[src/rtl/snake_pkg.sv]
// Playfield constants, coordinate/cell types, target FSM states and the raster-step helper.
package snake_pkg;
  localparam int GRID_W  = 40;
  localparam int GRID_H  = 30;
  localparam int COORD_W = 6;

  typedef logic [COORD_W-1:0] coord_t;

  typedef struct packed {
    coord_t x;
    coord_t y;
  } cell_t;

  typedef enum logic [2:0] {
    ST_IDLE,
    ST_GEN,
    ST_WAIT_RND,
    ST_SCAN,
    ST_WAIT_SCAN,
    ST_FULL
  } tgt_state_t;

  // Next cell in raster order; wraps right edge to next row and bottom row to the top.
  function automatic cell_t raster_next(input cell_t c);
    cell_t n;
    n = c;
    if (c.x == coord_t'(GRID_W - 1)) begin
      n.x = '0;
      n.y = (c.y == coord_t'(GRID_H - 1)) ? '0 : c.y + 1'b1;
    end else begin
      n.x = c.x + 1'b1;
    end
    return n;
  endfunction
endpackage

[src/rtl/target_lfsr.sv]
// Free-running 16-bit Fibonacci LFSR (taps 16,14,13,11); exposes the low bits used as x/y candidates.
module target_lfsr
  import snake_pkg::*;
#(
  parameter logic [15:0] SEED = 16'hACE1
) (
  input  logic                 clk,
  input  logic                 reset,
  input  logic                 en,
  output logic [2*COORD_W-1:0] rnd
);
  logic [15:0] lfsr;

  always_ff @(posedge clk) begin
    if (reset) begin
      lfsr <= SEED;
    end else if (en) begin
      lfsr <= {lfsr[14:0], lfsr[15] ^ lfsr[13] ^ lfsr[12] ^ lfsr[10]};
    end
  end

  assign rnd = lfsr[2*COORD_W-1:0];
endmodule

[src/rtl/target_manager.sv]
// Food target owner: hit test on each game tick, one-cycle REACHED_TARGET pulse, then a new
// target chosen from random candidates (falling back to a raster scan) via occupancy queries.
module target_manager
  import snake_pkg::*;
#(
  parameter logic [15:0] LFSR_SEED = 16'hACE1,
  parameter int          MAX_TRIES = 16
) (
  input  logic   CLK,
  input  logic   RESET,
  input  logic   GAME_TICK,
  input  coord_t HEAD_X,
  input  coord_t HEAD_Y,
  output logic   OCC_REQ,
  output coord_t OCC_X,
  output coord_t OCC_Y,
  input  logic   OCC_VALID,
  input  logic   OCC_HIT,
  output coord_t TARGET_X,
  output coord_t TARGET_Y,
  output logic   TARGET_VALID,
  output logic   REACHED_TARGET,
  output logic   BOARD_FULL
);
  localparam coord_t X_LAST = coord_t'(GRID_W - 1);
  localparam coord_t Y_LAST = coord_t'(GRID_H - 1);
  localparam int TRY_W = $clog2(MAX_TRIES + 1);
  localparam logic [TRY_W-1:0] LAST_TRY = TRY_W'(MAX_TRIES - 1);

  tgt_state_t state, nxt;
  logic [2*COORD_W-1:0] rnd;
  logic [TRY_W-1:0] tries;
  coord_t cand_x, cand_y;
  cell_t  occ_cell, scan_ptr, scan_start;
  logic   cand_ok, hit_tick, occ_free, last_try, scan_done;

  target_lfsr #(.SEED(LFSR_SEED)) u_lfsr (
    .clk  (CLK),
    .reset(RESET),
    .en   (1'b1),
    .rnd  (rnd)
  );

  assign cand_x    = rnd[COORD_W-1:0];
  assign cand_y    = rnd[2*COORD_W-1:COORD_W];
  assign cand_ok   = (cand_x <= X_LAST) && (cand_y <= Y_LAST);
  assign hit_tick  = GAME_TICK && (HEAD_X == TARGET_X) && (HEAD_Y == TARGET_Y);
  assign occ_cell  = {OCC_X, OCC_Y};
  // A free cell under the head is still unusable: the snake would eat it immediately.
  assign occ_free  = !OCC_HIT && !((OCC_X == HEAD_X) && (OCC_Y == HEAD_Y));
  assign last_try  = (tries == LAST_TRY);
  assign scan_done = (scan_ptr == scan_start);

  always_ff @(posedge CLK) begin
    if (RESET) state <= ST_IDLE;
    else       state <= nxt;
  end

  always_comb begin
    nxt = state;
    case (state)
      ST_IDLE:      if (hit_tick) nxt = ST_GEN;
      ST_GEN:       if (cand_ok) nxt = ST_WAIT_RND;
      ST_WAIT_RND:  if (OCC_VALID) nxt = occ_free ? ST_IDLE : (last_try ? ST_SCAN : ST_GEN);
      ST_SCAN:      nxt = ST_WAIT_SCAN;
      ST_WAIT_SCAN: if (OCC_VALID) nxt = occ_free ? ST_IDLE : (scan_done ? ST_FULL : ST_SCAN);
      ST_FULL:      nxt = ST_FULL;
      default:      nxt = ST_IDLE;
    endcase
  end

  always_comb begin
    TARGET_VALID = (state == ST_IDLE);
  end

  always_ff @(posedge CLK) begin
    if (RESET) begin
      REACHED_TARGET <= 1'b0;
      OCC_REQ        <= 1'b0;
      OCC_X          <= '0;
      OCC_Y          <= '0;
      TARGET_X       <= coord_t'(GRID_W - 8);
      TARGET_Y       <= coord_t'(GRID_H / 2);
      BOARD_FULL     <= 1'b0;
      tries          <= '0;
      scan_ptr       <= '0;
      scan_start     <= '0;
    end else begin
      REACHED_TARGET <= (state == ST_IDLE) && hit_tick;
      OCC_REQ        <= 1'b0;
      case (state)
        ST_IDLE: if (hit_tick) tries <= '0;
        ST_GEN: begin
          if (cand_ok) begin
            OCC_X   <= cand_x;
            OCC_Y   <= cand_y;
            OCC_REQ <= 1'b1;
          end
        end
        ST_WAIT_RND: begin
          if (OCC_VALID) begin
            if (occ_free) begin
              TARGET_X <= OCC_X;
              TARGET_Y <= OCC_Y;
            end else begin
              // Scan walks every other cell first and re-checks the rejected candidate last.
              tries      <= tries + 1'b1;
              scan_start <= occ_cell;
              scan_ptr   <= raster_next(occ_cell);
            end
          end
        end
        ST_SCAN: begin
          OCC_X   <= scan_ptr.x;
          OCC_Y   <= scan_ptr.y;
          OCC_REQ <= 1'b1;
        end
        ST_WAIT_SCAN: begin
          if (OCC_VALID) begin
            if (occ_free) begin
              TARGET_X <= OCC_X;
              TARGET_Y <= OCC_Y;
            end else if (scan_done) begin
              BOARD_FULL <= 1'b1;
            end else begin
              scan_ptr <= raster_next(scan_ptr);
            end
          end
        end
        default: ;
      endcase
    end
  end
endmodule

[config.mk]
export PLATFORM = sky130hd
export DESIGN_NAME = target_manager
export DESIGN_NICKNAME = d
export VERILOG_FILES = /design/src/rtl/snake_pkg.sv /design/src/rtl/target_lfsr.sv /design/src/rtl/target_manager.sv
export SDC_FILE = /design/constraint.sdc
export NUM_CORES = 1
export LEC_CHECK = 0
export ABC_AREA = 1
export CAP_MARGIN = 25
export CORE_MARGIN = 2
export CORE_UTILIZATION = 35
export DETAILED_ROUTE_END_ITERATION = 7
export GPL_TIMING_DRIVEN = 0
export PLACE_DENSITY_LB_ADDON = 0.15
export SLEW_MARGIN = 15
export SYNTH_ARGS = -nofsm -noshare
export SYNTH_HDL_FRONTEND = slang
export SYNTH_SLANG_ARGS = --single-unit
[constraint.sdc]
create_clock -name CLK -period 2.4 [get_ports CLK]
set_input_delay 0.48 -clock CLK [delete_from_list [all_inputs] [get_ports CLK]]
set_output_delay 0.48 -clock CLK [all_outputs]
set_load 0.02 [all_outputs]
==> flow_summary.json, run 1 <==
{
  "outcome": "finished, final reports clean",
  "drv_slew": 0,
  "die_width_um": 112,
  "ys.flop_type": "dfxtp_1",
  "routedWlPerCell_um": 14.7,
  "ys_types": 31,
  "hold_buffers": 0,
  "final_nets": 693,
  "post_cts_buffers": 0,
  "regArea_um2": 1500,
  "initial_utilization": 0.357,
  "clkTransAtPathRegs_ns": 0.06,
  "synth_most_common_cell": "nand2_1",
  "grt_pass1_wl_um": 19600,
  "gp_congestion": 0.860,
  "rows": 39,
  "max-slew-margin-rel": 0.559,
  "dp_hpwl_um": 9090,
  "drive_gt1_frac": 0.0713,
  "grt_start_max_net_pins": 15,
  "dr.first_iter.drc_count": 300,
  "multi_input_area_um2": 2130,
  "drv_cap": 0,
  "cts_tree": "yes",
  "rsz0062_at_grt": "false",
  "worstSetupPathType": "reg -> out",
  "htree_levels": 3,
  "critPathMaxFanout": 5,
  "setup_viol": 0,
  "power_density_nw_per_um2": 562,
  "num_vias": 4025,
  "syn_to_final_growth_pct": 22.8,
  "ctsLongestPathBuffers": 2,
  "synth_cells": 613,
  "portBuffers": 44,
  "fill_cells": 1211,
  "antenna_found_initial": 0,
  "irDropWorstVdd_uv": 278,
  "drc": 0,
  "io_pins": 45,
  "synth_edf_count": 0,
  "synth_common_cells": "nand2_1 (149), inv_1 (82), nor2_1 (76)",
  "avgSynthCellArea_um2": 6.62,
  "diodes": 0,
  "yosys.area.top_type_share": 0.370,
  "detail_route.wirelength_um": 12000,
  "cp-end-kind": "output pin",
  "period_share": 0.921,
  "tightest_slew_ns": 0.662,
  "period_needed_ns": 2.21,
  "post-route-util": 0.438,
  "hold_viol_final": 0,
  "pre_cts_slack_ns": -0.108,
  "die_y_um": 112,
  "hold_ws_ns": 0.423,
  "ys_warn_count": 0,
  "synth_area_um2": 4060,
  "fmax_mhz": 453,
  "worstPathArrival_ns": 1.73,
  "static-leakage-power_nw": 2.05,
  "ys_ff_latch": 75,
  "die_area_um2": 12500,
  "grt_overflow": 0,
  "grt_pass1_vias": 3827,
  "core_area_um2": 11400,
  "r2r_setup_slack_ns": 0.36,
  "clock_latency_ns": 0.33,
  "cts_buffers": 9,
  "firstDrtPassIters": 5,
  "ys_async_sr_fraction": 0,
  "grt.total_usage": 0.197,
  "synth_nets": 638,
  "synthTopCellsByArea": "dfxtp_1 (37%), nand2_1 (14%), inv_1 (7.6%)",
  "via_per_inst": 4.93,
  "required_ns": 1.92,
  "postRouteAntennaNets": 0,
  "ys_seq_area_frac": 0.370,
  "hp-class": "reg -> reg",
  "cts_root_buf": "clkbuf_16",
  "clock_sinks": 75,
  "startpoint_type": "flop",
  "p_total_mw": 2.80,
  "yosys.area.top_type": "dfxtp_1",
  "setup_ws_ns": 0.190,
  "skew_ns": 0.00630
}
## critical path, stage by stage, from the launching register on
cell and delay (ns):
dfxtp_1 0.34, nor2_1 0.17, nand2_1 0.09, inv_1 0.16, clkdlybuf4s50_1 0.63
## routing by layer
layer / part of all wire / wire length [um] / up-vias / GRT usage
met3: 0.042 / 505 / 12 / 0.0278
met2: 0.46 / 5550 / 88 / 0.322
met4: 0.010 / 121 / 0 / 0.0568
li1: - / - / 2061 / -
met1: 0.48 / 5790 / 1864 / 0.272
met5: 0 / 0 / - / 0
## cell families (layout without fill, tap and decap cells)
kind of cell / Yosys count / after routing / synth area share
and+or+nand+nor: 286 / 286 / 0.295
AOI/OAI and AO/OA: 113 / 113 / 0.152
buffers and inverters: 106 / 166 / 0.105
DFF: 75 / 75 / 0.370
xor gates and xnor gates: 25 / 25 / 0.0539
adders and majority gates: 8 / 8 / 0.0247
## final cells by class
cell class / instances / area share
Sequential cell: 75 / 0.302
Buffer: 19 / 0.0203
Timing Repair Buffer: 44 / 0.0884
Multi-Input combinational cell: 432 / 0.428
Clock inverter: 7 / 0.0151
Inverter: 87 / 0.0655
Tap cell: 143 / 0.0359
Clock buffer: 9 / 0.0452
## per-stage QoR
step                      setup TNS (ns)  area (um^2)  instances
after floorplan                        0         4060        613
after global placement            -0.641         4680        800
after detailed placement          -0.791         4680        800
after CTS                              0         4980        816
after global routing                   0         4980        816
final                                  0         4980        816
## flip-flops by register name (all words and copies together), names as in the netlist, 3 cells and up
name         cells
scan_start      12
OCC_Y            6
tries            5
TARGET_X         6
scan_ptr        12
TARGET_Y         6
u_lfsr.lfsr     16
OCC_X            6
state            3
## power breakdown
| part | internal, mW | switching (mW) |
|---|---|---|
| Sequential | 1.26 | 0.0135 |
| Combinational | 0.0681 | 0.0915 |
| Clock | 0.811 | 0.556 |
## path summary, 6_finish.rpt
kind,from,to,cells past startpoint
worst min-delay path,u_lfsr.lfsr[14],u_lfsr.lfsr[15],1
worst max register to register,OCC_X[0],scan_ptr[3],12
worst max-delay path,state[0],TARGET_VALID,4
worst min register to register,u_lfsr.lfsr[14],u_lfsr.lfsr[15],1
## repair_timing
| action | 4_1_cts | 5_1_grt |
|---|---|---|
| gates resized for setup | 0 | 3 |
| setup endpoints to repair | 0 | 5 |
| endpoints found under the hold margin | 0 | 0 |
## layout by cell type (no fill, tap or decap), drive strengths merged, types with 11 or more instances in the layout
cell type,synthesis,layout
clkbuf,9,18
clkdlybuf4s50,0,44
nand4,11,11
xnor2,13,13
a31oi,12,12
xor2,12,12
nand2,151,151
nor2,77,77
inv,87,89
dfxtp,75,75
a21oi,37,37
o21ai,50,50
nand3,28,28
Note: power is estimated with default switching activity, not from simulation.
==> run 2: changes to the inputs <==
CTS_BUF_LIST = sky130_fd_sc_hd__clkbuf_16   (was not set)
SKIP_CTS_REPAIR_TIMING = 1   (was not set)
==> results of run 2 <==
The final DEF is identical to that of run 1; final timing and power are the same.
